`config.mk`:
```
export PLATFORM = sky130hd
export DESIGN_NAME = ms_timer_sched_flat
export DESIGN_NICKNAME = d
export VERILOG_FILES = /design/src/rtl/ms_timer_sched_if.sv /design/src/rtl/ms_timer_sched.sv /design/src/flat_wrapper.sv
export SDC_FILE = /design/constraint.sdc
export NUM_CORES = 1
export LEC_CHECK = 0
export CAP_MARGIN = 30
export CELL_PAD_IN_SITES_DETAIL_PLACEMENT = 1
export CELL_PAD_IN_SITES_GLOBAL_PLACEMENT = 1
export CORE_ASPECT_RATIO = 0.7
export CORE_UTILIZATION = 44
export DETAILED_ROUTE_END_ITERATION = 8
export GPL_ROUTABILITY_DRIVEN = 0
export PLACE_DENSITY_LB_ADDON = 0.1
export SYNTH_ARGS = -nofsm -noshare
export SYNTH_HDL_FRONTEND = slang
export SYNTH_SLANG_ARGS = --single-unit
```
`constraint.sdc`:
```
create_clock -name clk -period 5.1 [get_ports clk]
set_input_delay 0.51 -clock clk [delete_from_list [all_inputs] [get_ports clk]]
set_output_delay 0.51 -clock clk [all_outputs]
set_load 0.005 [all_outputs]
```
`src/rtl/ms_timer_sched_if.sv`:
```
// ms_timer_sched_if: requester-side bus of the millisecond timer scheduler.
// Carries the per-channel load handshake, cancel pulses and status outputs.
// The master modport is the requester side and the slave modport is the scheduler side.
interface ms_timer_sched_if #(
  parameter int NUM_CH = 4,
  parameter int CNT_W  = 16
);
  logic [NUM_CH-1:0]       req;
  logic [NUM_CH*CNT_W-1:0] req_ms;
  logic [NUM_CH-1:0]       req_periodic;
  logic [NUM_CH-1:0]       cancel;
  logic [NUM_CH-1:0]       ack;
  logic [NUM_CH-1:0]       expire;
  logic [NUM_CH-1:0]       busy;

  modport master (
    output req, req_ms, req_periodic, cancel,
    input  ack, expire, busy
  );

  modport slave (
    input  req, req_ms, req_periodic, cancel,
    output ack, expire, busy
  );
endinterface

```
`src/rtl/ms_timer_sched.sv`:
```
// ms_timer_sched: multi-channel millisecond timer scheduler.
// Each channel is loaded through a round-robin req/ack handshake. It then counts
// ms_tick pulses and raises a one-cycle expire pulse when its delay has elapsed.
// A periodic channel re-arms itself when it expires.
// Optional feature macro: MS_SCHED_AUTOGATE_EN. When it is defined, ms_en is a
// register that stops the ms counter while every channel is idle. When it is
// undefined, ms_en is tied high.
module ms_timer_sched #(
  parameter int NUM_CH = 4,
  parameter int CNT_W  = 16
) (
  input  logic clk,
  input  logic rst,
  input  logic ms_tick,
  output logic ms_en,
  ms_timer_sched_if.slave bus
);

  localparam int PTR_W = (NUM_CH > 1) ? $clog2(NUM_CH) : 1;
  localparam logic [CNT_W-1:0] CNT_ZERO = '0;
  localparam logic [CNT_W-1:0] CNT_ONE  = CNT_W'(1);

  typedef enum logic {
    IDLE = 1'b0,
    RUN  = 1'b1
  } ch_state_t;

  ch_state_t         state_q     [NUM_CH];
  ch_state_t         state_d     [NUM_CH];
  logic [CNT_W-1:0]  remaining_q [NUM_CH];
  logic [CNT_W-1:0]  remaining_d [NUM_CH];
  logic [CNT_W-1:0]  period_q    [NUM_CH];
  logic [CNT_W-1:0]  period_d    [NUM_CH];
  logic [NUM_CH-1:0] periodic_q, periodic_d;
  logic [NUM_CH-1:0] expire_q, expire_d;
  logic [NUM_CH-1:0] busy_q, busy_d;
  logic [PTR_W-1:0]  rr_ptr_q, rr_ptr_d;

  logic              grant_vld;
  logic [PTR_W-1:0]  grant_idx;
  logic [PTR_W-1:0]  cand;
  logic [NUM_CH-1:0] grant_vec;

  // Channel index arithmetic modulo NUM_CH, used by the round-robin search.
  function automatic int wrap_idx(input int base, input int off);
    return (base + off) % NUM_CH;
  endfunction

  assign bus.ack    = grant_vec;
  assign bus.expire = expire_q;
  assign bus.busy   = busy_q;

  // Round-robin grant: the first requester from rr_ptr onward that is not cancelling.
  always_comb begin
    grant_vld = 1'b0;
    grant_idx = '0;
    cand      = '0;
    grant_vec = '0;
    for (int k = 0; k < NUM_CH; k++) begin
      cand = PTR_W'(wrap_idx(int'(rr_ptr_q), k));
      if (!grant_vld && bus.req[cand] && !bus.cancel[cand]) begin
        grant_vld = 1'b1;
        grant_idx = cand;
      end else begin
        grant_vld = grant_vld;
      end
    end
    if (grant_vld) begin
      grant_vec[grant_idx] = 1'b1;
      rr_ptr_d = PTR_W'(wrap_idx(int'(grant_idx), 1));
    end else begin
      rr_ptr_d = rr_ptr_q;
    end
  end

  // Per-channel next state. Priority order is cancel, then load, then tick countdown.
  always_comb begin
    for (int i = 0; i < NUM_CH; i++) begin
      state_d[i]     = state_q[i];
      remaining_d[i] = remaining_q[i];
      period_d[i]    = period_q[i];
      periodic_d[i]  = periodic_q[i];
      expire_d[i]    = 1'b0;
      busy_d[i]      = 1'b0;
      if (bus.cancel[i]) begin
        state_d[i] = IDLE;
      end else if (grant_vec[i]) begin
        remaining_d[i] = bus.req_ms[i*CNT_W +: CNT_W];
        period_d[i]    = bus.req_ms[i*CNT_W +: CNT_W];
        if (bus.req_ms[i*CNT_W +: CNT_W] == CNT_ZERO) begin
          // A zero delay times out immediately and never arms the channel.
          state_d[i]    = IDLE;
          periodic_d[i] = 1'b0;
          expire_d[i]   = 1'b1;
        end else begin
          state_d[i]    = RUN;
          periodic_d[i] = bus.req_periodic[i];
        end
      end else if (ms_tick) begin
        case (state_q[i])
          RUN: begin
            if (remaining_q[i] > CNT_ONE) begin
              remaining_d[i] = remaining_q[i] - CNT_ONE;
            end else begin
              expire_d[i] = 1'b1;
              if (periodic_q[i]) begin
                remaining_d[i] = period_q[i];
              end else begin
                // A one-shot channel keeps busy high through its expire cycle.
                state_d[i] = IDLE;
                busy_d[i]  = 1'b1;
              end
            end
          end
          IDLE: begin
            state_d[i] = IDLE;
          end
          default: begin
            state_d[i] = IDLE;
          end
        endcase
      end else begin
        state_d[i] = state_q[i];
      end
      busy_d[i] = busy_d[i] | (state_d[i] == RUN);
    end
  end

  // Registered channel state, round-robin pointer and the registered outputs.
  always_ff @(posedge clk or posedge rst) begin
    if (rst) begin
      for (int i = 0; i < NUM_CH; i++) begin
        state_q[i]     <= IDLE;
        remaining_q[i] <= '0;
        period_q[i]    <= '0;
      end
      periodic_q <= '0;
      expire_q   <= '0;
      busy_q     <= '0;
      rr_ptr_q   <= '0;
    end else begin
      for (int i = 0; i < NUM_CH; i++) begin
        state_q[i]     <= state_d[i];
        remaining_q[i] <= remaining_d[i];
        period_q[i]    <= period_d[i];
      end
      periodic_q <= periodic_d;
      expire_q   <= expire_d;
      busy_q     <= busy_d;
      rr_ptr_q   <= rr_ptr_d;
    end
  end

`ifdef MS_SCHED_AUTOGATE_EN
  logic any_run;

  // Detect whether any channel is currently armed.
  always_comb begin
    any_run = 1'b0;
    for (int i = 0; i < NUM_CH; i++) begin
      any_run = any_run | (state_q[i] == RUN);
    end
  end

  // Keep the ms counter running while a channel is armed or is being loaded.
  always_ff @(posedge clk or posedge rst) begin
    if (rst) begin
      ms_en <= 1'b0;
    end else begin
      ms_en <= any_run | grant_vld;
    end
  end
`else
  assign ms_en = 1'b1;
`endif

endmodule

```
`src/flat_wrapper.sv`:
```
// flat-port wrapper written by rule: the top's interface ports become plain ports
module ms_timer_sched_flat 
#(
  parameter int NUM_CH = 4,
  parameter int CNT_W  = 16
)
  (clk, rst, ms_tick, ms_en, bus_req, bus_req_ms, bus_req_periodic, bus_cancel, bus_ack, bus_expire, bus_busy);
  ms_timer_sched_if #(.NUM_CH(NUM_CH), .CNT_W(CNT_W)) bus_i ();
  input  logic clk;
  input  logic rst;
  input  logic ms_tick;
  output logic ms_en;
  input wire logic [$bits(bus_i.req)-1:0] bus_req;
  input wire logic [$bits(bus_i.req_ms)-1:0] bus_req_ms;
  input wire logic [$bits(bus_i.req_periodic)-1:0] bus_req_periodic;
  input wire logic [$bits(bus_i.cancel)-1:0] bus_cancel;
  output wire logic [$bits(bus_i.ack)-1:0] bus_ack;
  output wire logic [$bits(bus_i.expire)-1:0] bus_expire;
  output wire logic [$bits(bus_i.busy)-1:0] bus_busy;
  assign bus_i.req = bus_req;
  assign bus_i.req_ms = bus_req_ms;
  assign bus_i.req_periodic = bus_req_periodic;
  assign bus_i.cancel = bus_cancel;
  assign bus_ack = bus_i.ack;
  assign bus_expire = bus_i.expire;
  assign bus_busy = bus_i.busy;
  ms_timer_sched #(.NUM_CH(NUM_CH), .CNT_W(CNT_W)) u_core (.clk(clk), .rst(rst), .ms_tick(ms_tick), .ms_en(ms_en), .bus(bus_i));
endmodule
```
==> flow_metrics.env, run 1 <==
export IMPL_status="completed"
export IMPL_p_sw_frac=0.3549
export IMPL_antenna_cells=0
export IMPL_dp_cells=1185
export IMPL_cts_root_buf="clkbuf_16"
export IMPL_r2r_end="u_core.period_q[30]"
export IMPL_grt_max_degree=70
export IMPL_die_h_microns=116.0
export IMPL_synthFlopType="dfrtp_1"
export IMPL_antenna_left=0
export IMPL_cts_buffers=17
export IMPL_ys_warn_count=0
export IMPL_setup_violations=0
export IMPL_synthesis_nets=986
export IMPL_grt_pass1_vias=7549
export IMPL_synth_edf_count=0
export IMPL_hpwl_microns=16720
export IMPL_overflow=0
export IMPL_r2r_start="u_core.rr_ptr_q[1]"
export IMPL_clockBufferDepth=2
export IMPL_nFillCells=2068
export IMPL_wl_microns=24450
export IMPL_grt_use_total=0.2707
export IMPL_place_area_sq_um=9318
export IMPL_synth_cell_area_sq_um=8172
export IMPL_rsz0062_at_grt="no"
export IMPL_wl_per_cell_microns=20.09
export IMPL_final_area_sq_um=9922
export IMPL_critical_path_endpoint_type="primary output"
export IMPL_hold_start="u_core.period_q[59]"
export IMPL_ys_ff_latch=146
export IMPL_slowest_delay_ns=0.59
export IMPL_grt_pass1_wl_microns=40020
export IMPL_cts_resized=0
export IMPL_postCtsHoldBufs=0
export IMPL_power_frac_seq=0.440
export IMPL_worst_endpoint_arrival_ns=3.69
export IMPL_cp_start_kind="input port"
export IMPL_clk_pin_slew_worst_paths_ns=0.06
export IMPL_initial_core_util=0.4513
export IMPL_power_density_nw_per_um2=498.2
export IMPL_syn_area_per_cell_sq_um=9.130
export IMPL_crit_type="in2out"
export IMPL_multi_input_area_sq_um=4219
export IMPL_cts_setup_buffers=0
export IMPL_p_leak_uw=0.003905
export IMPL_clock_skew_ns=0.01007
export IMPL_insertion_delay_ns=0.43
export IMPL_r2r_cells=10
export IMPL_io_pins=92
export IMPL_clkPwrFrac=0.257
export IMPL_num_rows=41
export IMPL_crit_start="bus_cancel[1]"
export IMPL_die_area_sq_um=19130
export IMPL_hold_viol_final=0
export IMPL_die_w_microns=164.9
export IMPL_ys_seq_area_frac=0.4471
export IMPL_cts_tree="done"
export IMPL_fp_coreArea_sq_um=18110
export IMPL_cp_data_required_time_ns=4.59
export IMPL_cts_sinks=146
export IMPL_maxCapViolCount=0
export IMPL_antenna_found_initial=0
export IMPL_seq_area_sq_um=3654
export IMPL_port_buffers=90
export IMPL_period_share=0.8227
export IMPL_htree_num_levels=4
export IMPL_relSlewSlack=0.3368
export IMPL_rrSetupSlack_ns=1.92
export IMPL_tightest_slew_ns=0.9915
export IMPL_layout_drive_gt1_share=0.1407
export IMPL_nets=1060
export IMPL_power_frac_comb=0.303
export IMPL_report_final_slew_viol_count=0
export IMPL_syn_inst=895
export IMPL_drc=0
export IMPL_async_flop_share=1.000
export IMPL_hp_class="reg2reg"
export IMPL_vdd_ir_drop_worst_mv=0.2581
export IMPL_power_switching_uw=1755
export IMPL_via_count=7323
export IMPL_fin_cells=1217
export IMPL_setup_tns_ns=0
export IMPL_crit_path_max_fanout=13
export IMPL_cp_slowest_cell="clkdlybuf4s50_1"
export IMPL_crit_end="bus_ack[2]"
export IMPL_fmax_ghz=0.2383
export IMPL_dr_pass1_iters=5
export IMPL_via_per_inst=6.017
export IMPL_areaGrowthSynthToFinish_pct=21.42
export IMPL_first_iter_violations=505
export IMPL_crit_chain="clkdlybuf4s50_1 > nor2b_1 > a21oi_1 > nand2b_1 > a21oi_1 > nor2_1 > ha_1 > o41ai_4 > clkinv_1 > clkdlybuf4s50_1"
export IMPL_fin_crit_ns=4.196
export IMPL_synth_cell_types=65
export IMPL_p_total_uw=4943
export IMPL_p_int_uw=3189
cells by family after synthesis:
logic type	after synthesis	share of synthesized area
xor gates and xnor gates	33	0.03537
AOI/OAI and AO/OA	193	0.1620
and+or+nand+nor	365	0.2066
muxes	65	0.08957
other	1	0.0004589
buffers and inverters	80	0.04058
DFF	146	0.4471
adders and majority gates	12	0.01837
stage by stage:
stage               hold WS [ns]  utilization  setup slack [ns]
floorplan                 0.4671            -            0.6670
global placement          0.4835       0.5137             1.129
detailed placement        0.4900       0.5145            0.9417
CTS                       0.5040       0.5471            0.9629
global route              0.5128       0.5479            0.7314
finish                    0.5001       0.5479            0.9043
power by group through the flow:
| stage | Clock [uW] | Combinational [uW] | Sequential [uW] |
|---|---|---|---|
| after floorplan | 0 | 1140 | 2000 |
| after global placement | 0 | 1390 | 2130 |
| after detailed placement | 0 | 1490 | 2160 |
| after CTS | 1290 | 1510 | 2160 |
| after global routing | 1340 | 1680 | 2240 |
| final | 1270 | 1500 | 2170 |
cell usage after synthesis, drive strengths merged, types with 3 or more instances:
cell / count / share of area
inv: 24 / 0.011
a31oi: 49 / 0.038
nand2: 127 / 0.059
mux2: 65 / 0.090
o221ai: 15 / 0.016
o31ai: 3 / 0.0028
xor2: 12 / 0.013
clkbuf: 35 / 0.016
buf: 20 / 0.013
or4: 8 / 0.0078
o21ai: 18 / 0.011
nand3: 30 / 0.018
xnor2: 21 / 0.023
o211ai: 35 / 0.032
nand2b: 7 / 0.0054
nor2b: 4 / 0.0031
nand4: 7 / 0.0054
a21oi: 35 / 0.021
nor2: 105 / 0.048
ha: 12 / 0.018
nor4: 28 / 0.021
nor3: 18 / 0.011
and3: 5 / 0.0038
a32oi: 5 / 0.0054
o311ai: 5 / 0.0054
a211oi: 4 / 0.0037
or2: 9 / 0.0072
o22a: 4 / 0.0043
dfrtp: 146 / 0.45
o41ai: 3 / 0.0041
or3: 7 / 0.0054
critical path: cells and delay by family:
kind	cells	cell delay, ns
buffers and inverters	3	1.76
AOI/OAI and AO/OA	3	0.46
and+or+nand+nor	3	0.70
adders and majority gates	1	0.25
cells in the final DEF, fill, tap and decap left out, types with 28 or more instances in the layout:
master           netlist  routed
a21oi_1               35      35
a31oi_1               49      49
clkdlybuf4s50_1        0      90
dfrtp_1              146     146
mux2_2                65      65
nand2_1              126     126
nand3_1               30      30
nor2_1               105     105
nor4_1                28      28
o211ai_1              35      35
worst min-delay path by stage:
stage,to,slack [ns],depth (start not counted)
3_5_place_dp,u_core.period_q[59],0.49,1
2_1_floorplan,u_core.remaining_q[32],0.47,1
6_report,u_core.period_q[59],0.50,1
4_1_cts,u_core.period_q[59],0.50,1
5_1_grt,u_core.period_q[43],0.51,1
3_3_place_gp,u_core.remaining_q[32],0.48,1
state kept, by name, summed over array words and instances, names as in the netlist:
signal and count:
u_core.bus.busy 4, u_core.bus.expire 4, u_core.period_q 64, u_core.periodic_q 4, u_core.remaining_q 64, u_core.rr_ptr_q 2, u_core.state_q 4
metal layers:
metal,GRT usage,up-vias,part of all wire
met5,0,-,0
met2,0.4384,191,0.47
met1,0.3692,3704,0.47
met3,0.05011,32,0.044
met4,0.08257,0,0.014
li1,-,3396,-
layout make-up:
class	instances	area share
Clock buffer	22	0.04880
Clock inverter	9	0.01059
Inverter	25	0.009962
Multi-Input combinational cell	669	0.4252
Sequential cell	146	0.3682
Tap cell	236	0.02976
Timing Repair Buffer	110	0.1074
No activity file was read; power rests on OpenSTA's default activity.
==> inputs of run 2 (changes only) <==
clock period = 4.3 ns   (was 5.1 ns; I/O delays follow)
==> flow_metrics.env, run 2 (synthesized netlist as in run 1, its figures left out) <==
export IMPL_dr_pass1_iters=4
export IMPL_period_share=0.8824
export IMPL_reg_largest_list="u_core.period_q (64), u_core.remaining_q (64)"
export IMPL_cts_sinks=146
export IMPL_via_count=7280
export IMPL_crit_path_max_fanout=18
export IMPL_wl_per_cell_microns=20.07
export IMPL_cts_buffers=17
export IMPL_clk_pin_slew_worst_paths_ns=0.06
export IMPL_fp_coreArea_sq_um=18110
export IMPL_report_final_slew_viol_count=0
export IMPL_fmax_ghz=0.2636
export IMPL_antenna_left=0
export IMPL_postCtsHoldBufs=0
export IMPL_initial_core_util=0.4513
export IMPL_seq_area_sq_um=3654
export IMPL_layout_drive_gt1_share=0.1439
export IMPL_grt_pass1_wl_microns=40630
export IMPL_p_leak_uw=0.003966
export IMPL_power_density_nw_per_um2=598.9
export IMPL_cts_resized=0
export IMPL_worst_slack_ns=0.5057
export IMPL_num_rows=41
export IMPL_maxCapViolCount=0
export IMPL_clockBufferDepth=2
export IMPL_first_iter_violations=441
export IMPL_die_w_microns=164.9
export IMPL_antenna_found_initial=0
export IMPL_cts_tree="done"
export IMPL_p_sw_frac=0.3452
export IMPL_power_frac_seq=0.427
export IMPL_relSlewSlack=0.3543
export IMPL_die_area_sq_um=19130
export IMPL_clock_skew_ns=0.01165
export IMPL_grt_max_degree=55
export IMPL_cp_start_kind="input port"
export IMPL_clkPwrFrac=0.277
export IMPL_htree_num_levels=4
export IMPL_power_switching_uw=2079
export IMPL_drc=0
export IMPL_cts_setup_buffers=0
export IMPL_multi_input_area_sq_um=4219
export IMPL_final_common_cell="dfrtp_1"
export IMPL_port_buffers=90
export IMPL_rsz0062_at_grt="no"
export IMPL_overflow=0
export IMPL_final_cell_mix="146 x dfrtp_1, 126 x nand2_1, 105 x nor2_1"
export IMPL_die_h_microns=116.0
export IMPL_crit_type="in2out"
export IMPL_setup_tns_ns=0
export IMPL_antenna_cells=0
export IMPL_hp_class="in2async"
export IMPL_fin_crit_ns=3.794
export IMPL_critical_path_endpoint_type="primary output"
export IMPL_worst_endpoint_arrival_ns=3.36
export IMPL_grt_use_total=0.2736
export IMPL_io_pins=92
export IMPL_areaGrowthSynthToFinish_pct=23.06
export IMPL_insertion_delay_ns=0.42
export IMPL_hpwl_microns=16990
export IMPL_hold_viol_final=0
export IMPL_via_per_inst=5.953
export IMPL_status="completed"
export IMPL_wl_microns=24540
export IMPL_grt_pass1_vias=7647
export IMPL_power_frac_comb=0.296
export IMPL_post_place_ws_ns=0.5423
export IMPL_tightest_slew_ns=0.9649
export IMPL_nets=1066
export IMPL_p_int_uw=3943
export IMPL_nFillCells=2062
export IMPL_cts_root_buf="clkbuf_16"
export IMPL_vdd_ir_drop_worst_mv=0.2756
export IMPL_cp_data_required_time_ns=3.87
export IMPL_setup_violations=0
-- run 2: final timing paths --
path                                  startpoint  slack [ns]                endpoint  cells past startpoint
max                                bus_cancel[0]        0.51              bus_ack[1]                     10
min                                          rst        0.40     u_core.period_q[21]                      2
max reg2reg                u_core.remaining_q[2]        1.44       u_core.state_q[0]                      5
min reg2reg                  u_core.period_q[32]        0.50  u_core.remaining_q[32]                      1
max in group asynchronous                    rst        3.05  u_core.remaining_q[47]                      4
min in group clk             u_core.period_q[32]        0.50  u_core.remaining_q[32]                      1
-- run 2: power groups by stage --
stage / Clock, uW / Sequential, uW / Combinational, uW
after CTS: 1690 / 2560 / 1790
after detailed placement: 0 / 2570 / 1770
after global placement: 0 / 2520 / 1670
final: 1670 / 2570 / 1780
after global routing: 1750 / 2660 / 2010
after floorplan: 0 / 2370 / 1350
-- run 2: per-layer routing --
layer	up-vias	part of all wire	global-route usage
li1	3419	-	-
met1	3685	0.49	0.3907
met2	153	0.46	0.4291
met3	23	0.036	0.04545
met4	0	0.0099	0.07523
met5	-	0	0
-- run 2: through the flow --
step,utilization,area (sq um),hold slack [ns],instances,total power [uW]
CTS,0.5545,10040,0.3988,1222,6041
floorplan,-,8175,0.4671,895,3724
detailed placement,0.5190,9399,0.4917,1191,4341
finish,0.5553,10060,0.3979,1223,6022
global route,0.5553,10060,0.4243,1223,6415
global placement,0.5167,9356,0.4845,1188,4186
-- run 2: cell type report --
cell class	instances	area share
timing repair buffer	116	0.1142
inverter	25	0.009705
clock inverter	9	0.01767
sequential	146	0.3633
multi-input combinational	669	0.4196
clock buffer	22	0.04616
tap	236	0.02936
-- run 2: critical path, stage by stage --
cell and delay [ns]:
clkdlybuf4s50_1 0.62, nor2b_1 0.42, a21oi_1 0.13, nand2b_1 0.17, a21oi_1 0.19, or2_2 0.16
ha_1 0.15, nand2_2 0.24, inv_2 0.29, clkdlybuf4s50_1 0.55
